<file path="config.mk">
export PLATFORM = sky130hd
export DESIGN_NAME = rr_arbiter8
export DESIGN_NICKNAME = d
export VERILOG_FILES = /design/src/rtl/rr_arbiter8_pkg.sv /design/src/rtl/rr_pick.sv /design/src/rtl/rr_arbiter8.sv
export SDC_FILE = /design/constraint.sdc
export NUM_CORES = 1
export LEC_CHECK = 0
export ABC_AREA = 1
export CORE_UTILIZATION = 30
export DETAILED_ROUTE_END_ITERATION = 7
export PLACE_DENSITY_LB_ADDON = 0.05
export SLEW_MARGIN = 20
export SYNTH_ARGS = -nofsm -noshare
export SYNTH_HDL_FRONTEND = slang
export SYNTH_SLANG_ARGS = --single-unit
</file>
<file path="constraint.sdc">
create_clock -name clk -period 3.89 [get_ports clk]
set_input_delay 0.778 -clock clk [delete_from_list [all_inputs] [get_ports clk]]
set_output_delay 0.778 -clock clk [all_outputs]
set_load 0.005 [all_outputs]
</file>
<file path="src/rtl/rr_arbiter8_pkg.sv">
// rtl/rr_arbiter8_pkg.sv - shared widths, state encoding and helpers for the 8-way arbiter
package rr_arbiter8_pkg;

  localparam int N_REQ = 8;
  localparam int ID_W  = 3;
  localparam int CNT_W = 5;

  typedef enum logic [1:0] {
    IDLE  = 2'd0,
    GRANT = 2'd1,
    GAP   = 2'd2
  } arb_state_t;

  function automatic logic [N_REQ-1:0] id2onehot(input logic [ID_W-1:0] id);
    logic [N_REQ-1:0] one;
    one = {{(N_REQ-1){1'b0}}, 1'b1};
    return one << id;
  endfunction

  function automatic logic [ID_W:0] id2num(input logic [ID_W-1:0] id);
    return {1'b0, id} + {{ID_W{1'b0}}, 1'b1};
  endfunction

endpackage

</file>
<file path="src/rtl/rr_pick.sv">
// rtl/rr_pick.sv - round-robin winner select: rotate requests by ptr, then priority-encode
module rr_pick
  import rr_arbiter8_pkg::*;
(
  input  logic [N_REQ-1:0] req,
  input  logic [ID_W-1:0]  ptr,
  output logic             found,
  output logic [ID_W-1:0]  id
);

  logic [N_REQ-1:0] rot;
  logic [ID_W-1:0]  off;

  // rot[0] is the requester at ptr, rot[7] the one just before it
  always_comb begin
    rot = '0;
    for (int i = 0; i < N_REQ; i++) begin
      rot[i] = req[ID_W'(i) + ptr];
    end
  end

  always_comb begin
    found = 1'b0;
    off   = '0;
    for (int i = N_REQ - 1; i >= 0; i--) begin
      if (rot[i]) begin
        found = 1'b1;
        off   = ID_W'(i);
      end
    end
  end

  assign id = off + ptr;

endmodule

</file>
<file path="src/rtl/rr_arbiter8.sv">
// rtl/rr_arbiter8.sv - 8-way round-robin arbiter with hold limit and one-cycle turnaround gap
module rr_arbiter8
  import rr_arbiter8_pkg::*;
#(
  parameter int MAX_HOLD = 16
) (
  input  logic             clk,
  input  logic             rst_n,
  input  logic [N_REQ-1:0] req,
  output logic [N_REQ-1:0] gnt,
  output logic             gnt_valid,
  output logic [ID_W-1:0]  gnt_id,
  output logic [ID_W:0]    gnt_num,
  output logic             preempt
);

  localparam logic [CNT_W-1:0] HOLD_LIM = CNT_W'(MAX_HOLD);
  localparam logic [CNT_W-1:0] CNT_SAT  = {CNT_W{1'b1}};
  localparam logic [CNT_W-1:0] CNT_ONE  = {{(CNT_W-1){1'b0}}, 1'b1};
  localparam logic [ID_W-1:0]  ID_ONE   = {{(ID_W-1){1'b0}}, 1'b1};

  arb_state_t       state;
  logic [ID_W-1:0]  ptr;
  logic [CNT_W-1:0] cnt;
  logic             pick_found;
  logic [ID_W-1:0]  pick_id;

  rr_pick u_pick (
    .req   (req),
    .ptr   (ptr),
    .found (pick_found),
    .id    (pick_id)
  );

  always_ff @(posedge clk or negedge rst_n) begin
    if (!rst_n) begin
      state     <= IDLE;
      ptr       <= '0;
      cnt       <= '0;
      gnt       <= '0;
      gnt_valid <= 1'b0;
      gnt_id    <= '0;
      gnt_num   <= '0;
      preempt   <= 1'b0;
    end else begin
      preempt <= 1'b0;
      case (state)
        IDLE, GAP: begin
          if (pick_found) begin
            state     <= GRANT;
            cnt       <= CNT_ONE;
            gnt       <= id2onehot(pick_id);
            gnt_valid <= 1'b1;
            gnt_id    <= pick_id;
            gnt_num   <= id2num(pick_id);
          end else begin
            state     <= IDLE;
            cnt       <= '0;
            gnt       <= '0;
            gnt_valid <= 1'b0;
            gnt_id    <= '0;
            gnt_num   <= '0;
          end
        end
        GRANT: begin
          // a voluntary drop wins over the hold limit when both land on the same edge
          if (!req[gnt_id] || (MAX_HOLD != 0 && cnt == HOLD_LIM)) begin
            state     <= GAP;
            ptr       <= gnt_id + ID_ONE;
            preempt   <= req[gnt_id];
            cnt       <= '0;
            gnt       <= '0;
            gnt_valid <= 1'b0;
            gnt_id    <= '0;
            gnt_num   <= '0;
          end else if (cnt != CNT_SAT) begin
            cnt <= cnt + CNT_ONE;
          end
        end
        default: begin
          state     <= IDLE;
          cnt       <= '0;
          gnt       <= '0;
          gnt_valid <= 1'b0;
          gnt_id    <= '0;
          gnt_num   <= '0;
        end
      endcase
    end
  end

endmodule

</file>
## Word level (Yosys, flattened, before mapping)

Index checks and enable logic that the tools add are counted.

| cells by class | value |
|---|---|
| add/sub/neg operators | 11 |
| multiply operators | 0 |
| div/mod/pow operators | 0 |
| $lt $le $gt $ge | 9 |
| eq/ne operators | 6 |
| shift operators | 1 |
| multiplexer cells | 55 |
| bitwise operators | 0 |
| reduce and logical (&&, ||, !) cells | 5 |

Operators by type and width:

| cell | count |
|---|---|
| < comparator 3 x 4 -> 1 bit, second input constant | 9 |
| two-way mux 3 bit | 10 |
| binary-select mux 1 bit (select 3 bit) | 9 |
| two-way mux 1 bit | 23 |
| two-way mux 8 bit | 2 |
| one-hot mux 8 bit (2 select lines) | 1 |
| adder 3 bit, first input constant | 4 |
| two-way mux 5 bit | 2 |
| one-hot mux 5 bit (2 select lines) | 1 |
| two-way mux 4 bit | 2 |
| one-hot mux 4 bit (2 select lines) | 1 |
| left shift 1 x 3 -> 8 bit, first input constant | 1 |
| adder 2 x 3 -> 3 bit, first input constant | 2 |
| one-hot mux 3 bit (2 select lines) | 1 |
| adder 5 x 1 -> 5 bit, second input constant | 1 |
| equality test 5 bit, second input constant | 1 |
| != test 5 bit, second input constant | 1 |
| adder 3 x 1 -> 4 bit, second input constant | 1 |
| one-hot mux 2 bit (2 select lines) | 1 |
| adder 1 x 3 -> 3 bit, first input constant | 1 |
| adder 3 x 1 -> 3 bit, second input constant | 1 |
| adder 3 bit | 1 |
| != test 3 bit, second input constant | 1 |
| equality test 2 x 1 -> 1 bit, second input constant | 1 |
| 9 further kinds | 9 |

| word-level totals | value |
|---|---|
| register bits after elaboration | 27 |
| bits in latches | 0 |
| bits in writable memories | 0 |
| ROM bits | 0 |
| memories kept | 0 |

## Depth between registers and ports, before layout

Gate-level depths: netlist of the first run.

| depth | value |
|---|---|
| word-level depth | 15 |
| mapped depth | 21 |
| depth with buffers taken out | 21 |

## Modules after synthesis

From an unflattened synthesis of the first run, not the netlist that was laid out.

| second synthesis, totals | value |
|---|---|
| cell total of the unflattened synthesis | 259 |
| area, all modules | 1,929.4 µm² |

By module, submodules not included:

| module | times used | cells each | area each (µm²) | sequential area each (µm²) |
|---|---|---|---|---|
| rr_arbiter8 | 1 | 153 | 1,377.6 | 675.6 |
| rr_pick | 1 | 106 | 551.8 | 0.0 |

## Least setup slack after synthesis of the first run

OpenSTA, ideal clock, no wires.

| path | value |
|---|---|
| path kind | register -> register |
| start point | register ptr[0] |
| end point | register gnt_num[2] |
| library setup time | 0.076 ns |
| data arrival time | 3.141 ns |
| data required time | 3.814 ns |
| setup slack | 0.672 ns |
| stages on the path, launching flop included | 21 |
| period minus slack after synthesis | 3.218 ns |
| path through | dfrtp_1 -> buf_6 -> inv_6 -> ha_1 -> inv_1 -> nand3_1 -> nand3_1 -> nand2_1 -> a21oi_1 -> o21ai_0 -> nand2_1 -> a21oi_1 -> ha_1 -> inv_1 -> fa_1 -> xor2_1 -> inv_1 -> nand3_4 -> nand2_4 -> ha_1 -> o21ai_1 |

| on the way | value |
|---|---|
| longest elaborated chain between the ends | 15 |
| elaborated cells on any way between the ends | 43 |
| classes of those cells | 9 x add/sub; 34 x mux |

RTL lines:

| element | line | RTL |
|---|---|---|
| start: declaration | rr_arbiter8.sv:23 | `logic [ID_W-1:0] ptr;` |
| start signal: assignment | rr_arbiter8.sv:69 | `ptr <= gnt_id + ID_ONE;` |
| adder 3 bit | rr_pick.sv:18 | `rot[i] = req[ID_W'(i) + ptr];` |
| binary-select mux 1 bit (select 3 bit) | rr_pick.sv:18 |  |
| two-way mux 1 bit (not written as such) | rr_pick.sv:18 |  |
| two-way mux 3 bit (8 in a row) | rr_pick.sv:26 | `if (rot[i]) begin` |
| adder 3 bit | rr_pick.sv:33 | `assign id = off + ptr;` |
| adder 3 x 1 -> 4 bit | rr_arbiter8_pkg.sv:21 | `return {1'b0, id} + {{ID_W{1'b0}}, 1'b1};` |
| two-way mux 4 bit (*) | rr_arbiter8.sv:49 | `if (pick_found) begin` |
| one-hot mux 4 bit (2 select lines) (*) | rr_arbiter8.sv:47 | `case (state)` |
| end signal: assignment | rr_arbiter8.sv:55 | `gnt_num <= id2num(pick_id);` |
| end: declaration | rr_arbiter8.sv:13 | `output logic [ID_W:0] gnt_num,` |

Every way passes the cells marked *; elsewhere a longest branch is shown, timed or not. The select of a mux whose other input is x is not followed.
A chain may end at the register's enable or synchronous reset.

## Worst setup path in the final report of the first run

| path | value |
|---|---|
| start point | input req[6] |
| end point | register gnt_num[2] |

| on the way | value |
|---|---|
| longest elaborated chain between the ends | 14 |
| elaborated cells on any way between the ends | 41 |
| classes of those cells | 2 x add/sub; 1 x eq/ne; 36 x mux; 2 x reduce/logical |

RTL lines:

| element | line | RTL |
|---|---|---|
| start: declaration | rr_arbiter8.sv:9 | `input logic [N_REQ-1:0] req,` |
| binary-select mux 1 bit (select 3 bit) | rr_pick.sv:18 |  |
| two-way mux 1 bit (not written as such) | rr_pick.sv:18 |  |
| two-way mux 3 bit (8 in a row) | rr_pick.sv:26 |  |
| adder 3 bit | rr_pick.sv:33 |  |
| adder 3 x 1 -> 4 bit | rr_arbiter8_pkg.sv:21 |  |
| two-way mux 4 bit | rr_arbiter8.sv:49 |  |
| one-hot mux 4 bit (2 select lines) | rr_arbiter8.sv:47 |  |

Parallel ways exist; a longest one is shown, timed or not. The select of a mux whose other input is x is not followed.

==> metrics.txt, run 1 <==
highest fanout seen on the critical path 6; Slowest cell on crit path sky130_fd_sc_hd__clkdlybuf4s50_1; number of placed I/O pins 27; CTS HTree Levels 1; remaining routing DRC violations 0; FF-to-FF path depth 19; Post-synth ARST share 1.000; slew of the pin with the lowest slew margin 0.4304 ns; average instance area after synthesis 7.588 um2; total number of clock tree sinks 26; detailed-route wire length 4709 um; sequential cell area fraction in the yosys report 0.3272; average wire per standard cell 12.69 um; critical path, cell by cell clkdlybuf4s50_1 > nand2_1 > nand3_1 > nand3_1 > nand2_1 > a21oi_1 > o21ai_0 > nand2_1 > a21oi_1 > ha_1 > inv_1 > fa_1 > xor2_1 > inv_1 > nand3_4 > nand2_4 > ha_1 > o21ai_1; setup repair after global routing missed its margin false; Netlist Area Pre-Place 0.001988 mm2; worst setup slack before clock tree synthesis 0.1469 ns; number of I/O port buffers 26; Critical Path Start req[6]; post-detailed-placement half-perimeter wirelength 3721 um; crit path DAT 3.67 ns; number of vias per cell 4.763; Pwr Total 2.432 mW; GP Congestion 0.8133; flops & latches, synth 26; number of warning messages in the yosys log 0; CTS Root Cell sky130_fd_sc_hd__clkbuf_8; Detailed Route Iter0 Violations 46; aggregate global routing overflow 0; leakage power total 1.189 nW; Die H 83.41 um; count of buffers added by post-CTS timing repair for setup 0; sink of the worst hold path gnt[2]; clock latency reported for the late side of the worst-skew pair 0.27 ns; final setup violation count 0; Max Cap Viol 0; hold-fix buffer count after cts 0; Final nets 318; normalized max-slew margin 0.7127; family of cells with the greatest summed delay on the critical path adder cells; Max rail drop VDD 404.6 uV; switching share of power 0.5311; crit path capture type flop; Max Clock Freq 289.2 MHz; Area Growth Syn to Fin 20.89%; number of flops mapped to enable cells by yosys 0; maximum number of pins on one net before global-route repair 27; total CTS buffers 3; Clock Skew 0.007151 ns; GRT Util Overall 0.1468; clock tree from TritonCTS done; final hold viol count 0; die area 0.006956 mm2; Cell Int Power 1.141 mW; power density cells 1012 mW/mm2; number of different library cells in the post-synthesis netlist 29; global-route wire length before repair 8300 um; syn_nets 285; worst-case register-to-register setup slack 0.49 ns; fraction of layout cells with a size suffix above 1 0.1531; die extent in x 83.41 um; Row Count 29; Critical R2R Launch ptr[0]; number of filler cells placed in the layout 683; Combinational Power Share 0.741; Crit path top cell by count sky130_fd_sc_hd__nand2_1; setup slack of the critical path after layout 0.4327 ns; via count of the first global-routing pass 1,753; final period utilization 0.8888; Worst EP required 4.10 ns; Placeable Area 0.006386 mm2; number of cells on the worst hold path 2; run status completed; Resized Gates After CTS 0; vias 1,767; switching component of the power 1.292 mW; Worst Path Class, Setup input pin to flop; fraction of power consumed by sequential logic 0.185; number of buffers on the longest clock path 2; final-report max-slew violation count 0; destination of the worst register-to-register timing path gnt_num[2]; clock slew at the register clock pins of the worst setup and hold paths 0.10 ns; flip-flop cell with the highest count after synthesis sky130_fd_sc_hd__dfrtp_1; launch instance of the worst min-delay path gnt[2]; Worst path max stage delay 0.51 ns; Min Hold Slack 0.4918 ns; worst hold-check path type flop to flop; Post-Synthesis Cells 262; clock network fraction of design power 0.074; effective utilization at floorplan 0.3113; crit path buf inv count 3; antenna viol nets, final 0; number of search-and-repair iterations in the first detailed-routing pass 4; Critical Path Source Type input pin; number of antenna violations at the first check in global routing 0; utilization after layout 0.3764; clock period minus worst slack 3.457 ns; diodes inserted 0; setup total negative slack 0 ns
[final cells by class]
| class | count | area, um2 | share of cell area |
|---|---|---|---|
| Sequential cell | 26 | 650.6 | 0.2707 |
| Clock buffer | 4 | 55.05 | 0.02290 |
| Inverter | 23 | 91.34 | 0.03800 |
| Timing Repair Buffer | 32 | 305.3 | 0.1270 |
| Tap cell | 77 | 96.34 | 0.04008 |
| Multi-Input combinational cell | 209 | 1205 | 0.5013 |
[cell usage in the layout (no fill, tap or decap), drive strengths merged, types with 2 or more instances in the layout]
cell type / n
nand2: 99
nand3: 40
dfrtp: 26
clkdlybuf4s50: 26
inv: 23
nor2: 20
o21ai: 15
ha: 12
buf: 6
a21oi: 5
nand4: 5
xor2: 5
clkbuf: 4
xnor2: 3
o22ai: 2
[through the flow]
| stage | instance area [um2] | std cells |
|---|---|---|
| 3_3_place_gp | 2349 | 367 |
| 6_report | 2404 | 371 |
| 4_1_cts | 2404 | 371 |
| 2_1_floorplan | 1988 | 262 |
| 3_5_place_dp | 2349 | 367 |
| 5_1_grt | 2404 | 371 |
[logic make-up after synthesis]
family	Yosys count	synth area share
flops	26	0.3272
xor+xnor	8	0.04658
buf+inv	27	0.06671
simple gates	165	0.4084
compound gates	23	0.06545
fa+ha+maj	13	0.08559
[Yosys cell counts (2+ instances only)]
cell | count | share of area
sky130_fd_sc_hd__dfrtp_1 | 26 | 0.33
sky130_fd_sc_hd__inv_1 | 21 | 0.040
sky130_fd_sc_hd__nand2_4 | 4 | 0.023
sky130_fd_sc_hd__nand2_1 | 83 | 0.16
sky130_fd_sc_hd__nand2_2 | 12 | 0.038
sky130_fd_sc_hd__nor2_1 | 15 | 0.028
sky130_fd_sc_hd__o21ai_1 | 3 | 0.0075
sky130_fd_sc_hd__nand4_1 | 5 | 0.016
sky130_fd_sc_hd__nor2_4 | 2 | 0.011
sky130_fd_sc_hd__o21ai_0 | 12 | 0.030
sky130_fd_sc_hd__nor2_2 | 3 | 0.0094
sky130_fd_sc_hd__xnor2_1 | 2 | 0.0088
sky130_fd_sc_hd__nand3_1 | 33 | 0.083
sky130_fd_sc_hd__nand3_2 | 6 | 0.030
sky130_fd_sc_hd__xor2_1 | 3 | 0.013
sky130_fd_sc_hd__buf_6 | 3 | 0.017
sky130_fd_sc_hd__ha_1 | 12 | 0.076
sky130_fd_sc_hd__a21oi_1 | 5 | 0.013
sky130_fd_sc_hd__xor2_2 | 2 | 0.016
[worst max-delay path by stage]
stage	end	slack, ns	cells after the start
after global placement	gnt_num[2]	0.16	18
final	gnt_num[2]	0.43	18
after CTS	gnt_num[2]	0.41	18
after global routing	gnt_num[2]	0.21	18
after detailed placement	gnt_num[2]	0.15	18
after floorplan	gnt_num[2]	0.67	20
[registers in the layout (all words and copies together), names as in the netlist]
| signal | flops |
|---|---|
| gnt_num | 4 |
| state | 2 |
| gnt_id | 3 |
| cnt | 5 |
| preempt | 1 |
| ptr | 3 |
| gnt | 8 |
[routing by layer]
metal,track usage,part of all wire
met2,0.2578,0.49
met3,0.008946,0.014
met4,0.04232,0.011
met1,0.1937,0.48
met5,0,0
[worst reg2reg max path, cell delays in order (launching register included)]
cell,delay (ns)
sky130_fd_sc_hd__dfrtp_1,0.55
sky130_fd_sc_hd__inv_6,0.04
sky130_fd_sc_hd__ha_1,0.36
sky130_fd_sc_hd__inv_1,0.11
sky130_fd_sc_hd__nand3_1,0.14
sky130_fd_sc_hd__nand3_1,0.09
sky130_fd_sc_hd__nand2_1,0.14
sky130_fd_sc_hd__a21oi_1,0.08
sky130_fd_sc_hd__o21ai_0,0.14
sky130_fd_sc_hd__nand2_1,0.07
sky130_fd_sc_hd__a21oi_1,0.13
sky130_fd_sc_hd__ha_1,0.16
sky130_fd_sc_hd__inv_1,0.05
sky130_fd_sc_hd__fa_1,0.36
sky130_fd_sc_hd__xor2_1,0.19
sky130_fd_sc_hd__inv_1,0.10
sky130_fd_sc_hd__nand3_4,0.13
sky130_fd_sc_hd__nand2_4,0.08
sky130_fd_sc_hd__ha_1,0.29
sky130_fd_sc_hd__o21ai_1,0.13
[power groups by stage]
stage	Sequential, mW	Combinational, mW	Clock, mW
2_1_floorplan	0.428	1.36	0
3_3_place_gp	0.459	1.85	0
3_5_place_dp	0.455	1.82	0
4_1_cts	0.451	1.83	0.186
5_1_grt	0.465	2.08	0.193
6_report	0.450	1.80	0.180
(Power assumes the default switching activity.)
==> run 2: changes to the inputs <==
Settings changed: CORE_UTILIZATION 30 to 55, HOLD_SLACK_MARGIN set to 0.03.
==> run 2 against run 1 <==
Utilization up 32 points. Register-to-register slack improved by 0.02 ns. Clock skew decreased by 0.0017 ns. Highest routed layer unchanged.
==> metrics.txt, run 2 (synthesis results as in run 1) <==
run status completed; total CTS buffers 3; clock slew at the register clock pins of the worst setup and hold paths 0.13 ns; Worst EP required 4.15 ns; final-report max-slew violation count 0; launch instance of the worst min-delay path gnt[0]; destination of the worst register-to-register timing path gnt_num[2]; Die H 62.13 um; Max Clock Freq 294.8 MHz; Placeable Area 0.003390 mm2; Critical Path Source Type input pin; hold-fix buffer count after cts 0; number of filler cells placed in the layout 294; CTS Root Cell sky130_fd_sc_hd__clkbuf_4; FF-to-FF path depth 19; die area 0.003860 mm2; worst hold-check path type flop to flop; final setup violation count 0; Row Count 21; crit path capture type flop; Worst Path Class, Setup input pin to flop; setup total negative slack 0 ns; Final nets 318; GRT Util Overall 0.2347; Clock Skew 0.005443 ns; worst-case register-to-register setup slack 0.51 ns; most used cells in the layout excluding fill and tap cells sky130_fd_sc_hd__nand2_1 (83), sky130_fd_sc_hd__nand3_1 (33), sky130_fd_sc_hd__dfrtp_1 (26), sky130_fd_sc_hd__clkdlybuf4s50_1 (26), sky130_fd_sc_hd__inv_1 (21); average wire per standard cell 12.11 um; number of cells on the worst hold path 2; Resized Gates After CTS 0; highest fanout seen on the critical path 6; most common cell after layout, fill and taps aside sky130_fd_sc_hd__nand2_1; normalized max-slew margin 0.7273; maximum number of pins on one net before global-route repair 27; total number of clock tree sinks 26; final hold viol count 0; Min Hold Slack 0.4930 ns; Area Growth Syn to Fin 18.82%; GP Congestion 0.9249; antenna viol nets, final 0; via count of the first global-routing pass 1,681; number of buffers on the longest clock path 2; detailed-route wire length 4118 um; diodes inserted 0; final period utilization 0.8720; clock latency reported for the late side of the worst-skew pair 0.32 ns; CTS HTree Levels 1; post-detailed-placement half-perimeter wirelength 3271 um; number of I/O port buffers 26; fraction of layout cells with a size suffix above 1 0.1531; effective utilization at floorplan 0.5866; crit path DAT 3.65 ns; utilization after layout 0.6969; worst setup slack before clock tree synthesis 0.1575 ns; global-route wire length before repair 7320 um; Max Cap Viol 0; Largest Register gnt; clock period minus worst slack 3.392 ns; number of placed I/O pins 27; aggregate global routing overflow 0; die extent in x 62.13 um; Critical R2R Launch ptr[0]; setup repair after global routing missed its margin false; number of flip-flops under the largest register name 8; number of search-and-repair iterations in the first detailed-routing pass 4; sink of the worst hold path gnt[0]; slew of the pin with the lowest slew margin 0.4085 ns; Detailed Route Iter0 Violations 93; clock tree from TritonCTS done; setup slack of the critical path after layout 0.4978 ns; largest registers gnt x8, cnt x5, gnt_num x4; remaining routing DRC violations 0; number of vias per cell 5.056; number of antenna violations at the first check in global routing 0; vias 1,719; count of buffers added by post-CTS timing repair for setup 0
run 2: cell types whose count changed in the layout (fill, tap and decap cells not counted), sizes merged:
cell | previous run | this run
clkbuf | 4 | 3
bufinv | 0 | 1
run 2: worst max-delay path: stages:
cell	delay, ns
sky130_fd_sc_hd__clkdlybuf4s50_1	0.53
sky130_fd_sc_hd__nand2_1	0.09
sky130_fd_sc_hd__nand3_1	0.13
sky130_fd_sc_hd__nand3_1	0.09
sky130_fd_sc_hd__nand2_1	0.14
sky130_fd_sc_hd__a21oi_1	0.08
sky130_fd_sc_hd__o21ai_0	0.14
sky130_fd_sc_hd__nand2_1	0.07
sky130_fd_sc_hd__a21oi_1	0.13
sky130_fd_sc_hd__ha_1	0.16
sky130_fd_sc_hd__inv_1	0.04
sky130_fd_sc_hd__fa_1	0.36
sky130_fd_sc_hd__xor2_1	0.19
sky130_fd_sc_hd__inv_1	0.10
sky130_fd_sc_hd__nand3_4	0.13
sky130_fd_sc_hd__nand2_4	0.08
sky130_fd_sc_hd__ha_1	0.29
sky130_fd_sc_hd__o21ai_1	0.13
run 2: worst max-delay path by stage:
stage / end / cells past startpoint / startpoint / slack (ns)
finish: gnt_num[2] / 18 / req[6] / 0.50
detailed placement: gnt_num[2] / 18 / req[6] / 0.16
floorplan: gnt_num[2] / 20 / ptr[0] / 0.67
global route: gnt_num[2] / 19 / ptr[0] / 0.21
CTS: gnt_num[2] / 18 / req[6] / 0.51
global placement: gnt_num[2] / 18 / req[6] / 0.22
run 2: through the flow:
stage	std cells	area (um2)
after global routing	340	2362
after floorplan	262	1988
after global placement	336	2310
after CTS	340	2362
final	340	2362
after detailed placement	336	2310
run 2: final cells by class:
class / instances / area [um2] / share of cell area
inverters: 23 / 91.34 / 0.03867
clock inverters: 1 / 30.03 / 0.01271
clock buffers: 3 / 22.52 / 0.009534
multi-input cells: 209 / 1205 / 0.5101
flip-flops and latches: 26 / 650.6 / 0.2754
well taps: 46 / 57.56 / 0.02436
repair buffers: 32 / 305.3 / 0.1292
run 2: routing by layer:
metal | GRT usage | part of all wire | wire (um)
met4 | 0.1047 | 0.026 | 108
met1 | 0.3037 | 0.48 | 1962
met3 | 0.01838 | 0.022 | 89
met5 | 0 | 0 | 0
met2 | 0.4011 | 0.48 | 1958
Power of run 2 is not shown: default switching activity piles up to over one toggle a cycle in this logic, so the estimate is an artifact.
==> run 3: changes to the inputs <==
==> constraint.sdc (replaced) <==
create_clock -name clk -period 3.89 [get_ports clk]
set_input_delay 0.778 -clock clk [delete_from_list [all_inputs] [get_ports clk]]
set_output_delay 0.778 -clock clk [all_outputs]
set_load 0.05 [all_outputs]
==> results of run 3 <==
Same layout as run 2 (identical final DEF). Status: completed.
Power of run 3 is left out for the same reason.
